## src/rtl/wb_trace_fifo.sv

```systemverilog
// Trace FIFO capturing register-file and data-memory write events from a CPU core.
// Up to two events enter per cycle (GRF first); the head is presented first-word-fall-through.
module wb_trace_fifo #(
    parameter int DEPTH = 8
) (
    input  logic                     clk,
    input  logic                     reset,
    input  logic [31:0]              pc,
    input  logic                     grf_we,
    input  logic [4:0]               grf_addr,
    input  logic [31:0]              grf_wdata,
    input  logic                     dm_we,
    input  logic [31:0]              dm_addr,
    input  logic [31:0]              dm_wdata,
    output logic                     out_valid,
    input  logic                     out_ready,
    output logic                     out_type,
    output logic [31:0]              out_pc,
    output logic [31:0]              out_addr,
    output logic [31:0]              out_data,
    output logic [$clog2(DEPTH):0]   count,
    output logic                     overflow,
    output logic [15:0]              drop_cnt
);
    localparam int AW = $clog2(DEPTH);
    localparam int CW = AW + 1;

    typedef struct packed {
        logic        typ;
        logic [31:0] pc;
        logic [31:0] addr;
        logic [31:0] data;
    } entry_t;

    entry_t          mem_q [DEPTH];
    logic [AW-1:0]   wr_ptr_q, wr_ptr_d;
    logic [AW-1:0]   rd_ptr_q, rd_ptr_d;
    logic [CW-1:0]   count_q, count_d;
    logic            overflow_q, overflow_d;
    logic [15:0]     drop_q, drop_d;

    logic            grf_ev_s, dm_ev_s, pop_s, push_grf_s, push_dm_s;
    logic [CW-1:0]   cap_s;
    logic [1:0]      n_drop_s;
    logic [16:0]     drop_sum_s;
    logic [AW-1:0]   dm_slot_s;
    entry_t          head_s;

    // Admission: capacity counts a same-edge pop; GRF wins the last free slot.
    always_comb begin
        grf_ev_s   = grf_we && (grf_addr != 5'd0);
        dm_ev_s    = dm_we;
        pop_s      = (count_q != {CW{1'b0}}) && out_ready;
        cap_s      = CW'(DEPTH) - count_q + CW'(pop_s);
        push_grf_s = grf_ev_s && (cap_s != {CW{1'b0}});
        push_dm_s  = dm_ev_s && (cap_s > CW'(push_grf_s));
        n_drop_s   = {1'b0, grf_ev_s && !push_grf_s} + {1'b0, dm_ev_s && !push_dm_s};
        dm_slot_s  = wr_ptr_q + AW'(push_grf_s);
        drop_sum_s = {1'b0, drop_q} + {15'd0, n_drop_s};
        wr_ptr_d   = wr_ptr_q + AW'(push_grf_s) + AW'(push_dm_s);
        rd_ptr_d   = rd_ptr_q + AW'(pop_s);
        count_d    = count_q + CW'(push_grf_s) + CW'(push_dm_s) - CW'(pop_s);
        overflow_d = overflow_q || (n_drop_s != 2'd0);
        if (drop_sum_s[16]) begin
            drop_d = 16'hFFFF;
        end else begin
            drop_d = drop_sum_s[15:0];
        end
    end

    // Control state: pointers, occupancy and sticky drop accounting.
    always_ff @(posedge clk or negedge reset) begin
        if (!reset) begin
            wr_ptr_q   <= {AW{1'b0}};
            rd_ptr_q   <= {AW{1'b0}};
            count_q    <= {CW{1'b0}};
            overflow_q <= 1'b0;
            drop_q     <= 16'd0;
        end else begin
            wr_ptr_q   <= wr_ptr_d;
            rd_ptr_q   <= rd_ptr_d;
            count_q    <= count_d;
            overflow_q <= overflow_d;
            drop_q     <= drop_d;
        end
    end

    // Entry storage; contents are don't-care until covered by count, so no reset.
    always_ff @(posedge clk) begin
        if (reset && push_grf_s) begin
            mem_q[wr_ptr_q] <= '{typ: 1'b0, pc: pc, addr: {27'd0, grf_addr}, data: grf_wdata};
        end
        if (reset && push_dm_s) begin
            mem_q[dm_slot_s] <= '{typ: 1'b1, pc: pc, addr: dm_addr, data: dm_wdata};
        end
    end

    // Head presentation, zeroed whenever the FIFO is empty.
    always_comb begin
        head_s    = mem_q[rd_ptr_q];
        out_valid = (count_q != {CW{1'b0}});
        out_type  = 1'b0;
        out_pc    = 32'd0;
        out_addr  = 32'd0;
        out_data  = 32'd0;
        if (out_valid) begin
            out_type = head_s.typ;
            out_pc   = head_s.pc;
            out_addr = head_s.addr;
            out_data = head_s.data;
        end else begin
            out_type = 1'b0;
        end
    end

    assign count    = count_q;
    assign overflow = overflow_q;
    assign drop_cnt = drop_q;

endmodule
```

## config.mk

```make
export PLATFORM = sky130hd
export DESIGN_NAME = wb_trace_fifo
export DESIGN_NICKNAME = d
export VERILOG_FILES = /design/src/rtl/wb_trace_fifo.sv
export SDC_FILE = /design/constraint.sdc
export NUM_CORES = 1
export LEC_CHECK = 0
export CAP_MARGIN = 20
export CORE_AREA = 2 2 271 326
export CTS_BUF_LIST = sky130_fd_sc_hd__clkbuf_4 sky130_fd_sc_hd__clkbuf_8
export DETAILED_ROUTE_END_ITERATION = 8
export DIE_AREA = 0 0 273 328
export GPL_ROUTABILITY_DRIVEN = 0
export PLACE_DENSITY = 0.73
export REMOVE_ABC_BUFFERS = 1
export SLEW_MARGIN = 30
export SYNTH_ARGS = -nofsm -noshare
export SYNTH_HDL_FRONTEND = slang
export SYNTH_SLANG_ARGS = --single-unit
```

## constraint.sdc

```tcl
create_clock -name clk -period 19.15 [get_ports clk]
set_input_delay 2.8725 -clock clk [delete_from_list [all_inputs] [get_ports clk]]
set_output_delay 2.8725 -clock clk [all_outputs]
set_load 0.05 [all_outputs]
```

==> results.md <==
- P_leak: approximately 14 nW
- Crit Path Category: input pin to flip-flop
- FP Rows: 118
- Pwr dens: about 170 mW/mm^2
- Fin. max-slew vios: 0
- Hold Crit Depth: 1
- H-tree levels: 4
- Iteration count of the initial detailed-routing pass: 5
- Final worst-path cycle share: 41.2%
- Top FF cell, synth: edfxtp_1
- First-pass GRT wire length: 154,000 um
- Worst Path Arrival: just over 8 ns
- Slew @ Worst Pin: 0.990 ns
- DRT iter0 DRCs: about 2.4k
- Unrepaired setup endpoints after global routing: false
- Commonest cells after routing, fill and taps aside: edfxtp_1 (768), nand2_1 (403), o31ai_1 (296)
- DR vias: between 20k and 25k
- Post-CTS sizing: 0
- EDFF count, synth: about 770
- CTS Buf Count: 130
- Worst Setup Start Kind: input pin
- Die Height: roughly 330 um
- Worst setup margin: approximately 11 ns
- R2r endpoint: mem_q[0][68]$_DFFE_PP_
- Initial antenna violation count: 12
- Max Cap Viol: 0
- Non-filler cells, final: about 4.2k
- R2R cell count: 23
- Critical path peak fanout: between 60 and 70
- Data required, critical path: about 20 ns
- Pwr Total: around 7.4 mW
- Status: finished, final reports clean
- GRT Total Usage: between 20% and 30%
- DRC viols: 0
- Number of antenna-violating nets in the routed design: 0
- Class of the worst hold path: flip-flop to flip-flop
- Avg Inst Size Synth: approximately 14 sq um
- HP Start: mem_q[5][96]$_SDFFE_PP1P_
- Clk sinks: about 800
- Clock Latency Late Sink: ~0.80 ns
- CTS Hold Buffers Added: 0
- Final net count: 3,105
- Largest net degree at the start of global routing: 158
- Post-synth ARST share: 3.36%
- GRT Residual Overflow: 0
- Mapped Area: between 0.03 and 0.04 sq mm
- Post-CTS Setup Bufs: 0
- Share of layout cells above drive strength 1: between 10% and 20%
- Post-synthesis sequential area ratio: between 60% and 70%
- Reg-to-reg startpoint: count[2]$_DFF_PN0_
- Clock buffer depth: 3
- Die width: roughly 270 um
- Clk slew on worst S/H paths: roughly 0.06 ns
- # IOs: ~260
- Hold path endpoint: mem_q[5][96]$_SDFFE_PP1P_
- Port Buffers: roughly 260
- R2R setup slack: ~12 ns
- Placed Cells: approximately 4.0k
- CP endpoint kind: flip-flop
- CORE AREA: 0.0862 sq mm
- Final min period: approximately 7.9 ns
- Final hold violations: 0
- Initial core utilization: between 40 and 50%
- Final wirelength: slightly above 100,000 um
- Yosys warning count: 0
- Fmax: roughly 130 MHz
- CTS tree: yes
- Die area: roughly 0.09 sq mm
- Maximum vdd drop: roughly 0.16 mV
- Area growth syn-to-layout: 15.9%
- Commonest non-fill, non-tap cell in the layout: edfxtp_1
- DR WL/cell: around 25 um
- Synth cell types: 40
- Setup TNS: 0 ns
- Setup violators final: 0
- Synth Register Bits: between 800 and 900
- Final Skew: roughly 0.038 ns
- Post-DP HPWL: 60,700 um
- Avg Vias per Cell: 5.79
- Number of global-route vias before repair: 24.7k
- CTS Root Cell: clkbuf_8
- Post-Syn Instances: 2,772
- Slew margin rel.: approximately a third
- DP Worst Slack: 10.54 ns
## logic make-up (layout without fill, tap and decap cells)
logic type,after synthesis,after routing,share of synthesized area [%]
AOI/OAI and AO/OA,330,330,6.45
muxes,291,291,13.8
other,0,3,0
DFF,803,803,62.0
and+or+nand+nor,1027,1027,13.4
xor gates and xnor gates,18,18,0.428
buffers and inverters,282,553,3.17
adders and majority gates,21,21,0.740
## power by group
part	switching, mW	internal [mW]
combinational	2.15	1.15
sequential	0.171	2.45
clock	0.692	0.798
total	3.02	4.39
## synthesized netlist by cell type (all sizes together) (3+ instances only)
cell type / n / area share (%)
xnor2: 11 / 0.27
nand2b: 3 / 0.049
nor2: 105 / 1.0
clkbuf: 108 / 1.1
xor2: 7 / 0.16
nand3: 12 / 0.16
a21o: 9 / 0.18
a21oi: 10 / 0.13
ha: 18 / 0.58
and4: 3 / 0.068
and3: 5 / 0.081
fa: 3 / 0.16
mux4: 194 / 11
mux2i: 97 / 2.5
nand2: 407 / 4.0
dfrtp: 27 / 1.8
nor2b: 261 / 4.2
nor3: 3 / 0.068
buf: 152 / 1.9
and2: 219 / 3.6
o31ai: 296 / 5.8
edfxtp: 768 / 60
a31oi: 11 / 0.29
inv: 22 / 0.21
dfxtp: 8 / 0.42
## worst max path at each step
| stage | from | to | slack [ns] | cells past startpoint |
|---|---|---|---|---|
| after floorplan | count[2]$_DFF_PN0_ | mem_q[3][0]$_DFFE_PP_ | 5.38 | 18 |
| after global placement | out_ready | mem_q[0][52]$_DFFE_PP_ | 10.01 | 20 |
| after detailed placement | out_ready | drop_cnt[4]$_DFF_PN0_ | 10.54 | 22 |
| after CTS | rd_ptr_q[0]$_DFF_PN0_ | out_pc[18] | 11.34 | 6 |
| after global routing | out_ready | drop_cnt[4]$_DFF_PN0_ | 10.91 | 22 |
| final | out_ready | mem_q[0][68]$_DFFE_PP_ | 11.26 | 20 |
## cell type report
type	instances	area [sq um]
inverter	22	103
multi-input combinational	1687	13700
sequential	803	23900
fill	7120	41500
clock inverter	52	378
antenna	3	7.51
timing repair buffer	302	3000
clock buffer	177	2190
tap	1140	1430
## critical path: stages
cell             delay [ns]
clkdlybuf4s50_1        0.39
nand2_1                0.12
ha_1                   0.18
inv_1                  0.05
ha_1                   0.21
xnor2_2                0.27
nor3b_2                0.13
a21boi_4               0.55
nand2_1                0.20
inv_1                  0.12
ha_1                   0.15
ha_1                   0.27
nor4bb_1               0.39
nand2_1                0.15
a21oi_4                0.13
buf_4                  0.49
a31oi_4                0.03
buf_4                  0.31
inv_4                  0.46
buf_6                  0.63
## state kept, by name, indices dropped and copies added, names as in the netlist
signal / cells
overflow: 1
mem_q: 776
rd_ptr_q: 3
drop_cnt: 16
wr_ptr_q: 3
count: 4
## routing by layer
metal | up-vias | track usage (%) | part of all wire (%)
met5 | - | 0 | 0.095
met4 | 18 | 7.63 | 2.6
met3 | 205 | 6.29 | 10
met2 | 1187 | 38.0 | 49
met1 | 12100 | 30.0 | 38
li1 | 10700 | - | -
## through the flow
stage | util, % | cell area [sq um] | hold WS [ns]
detailed placement | 48.8 | 42100 | 0.439
CTS | 51.8 | 44600 | 0.452
global route | 51.8 | 44700 | 0.467
global placement | 48.7 | 42000 | 0.429
floorplan | - | 37400 | 0.421
finish | 51.8 | 44700 | 0.450
No activity file was read; power rests on OpenSTA's default activity.
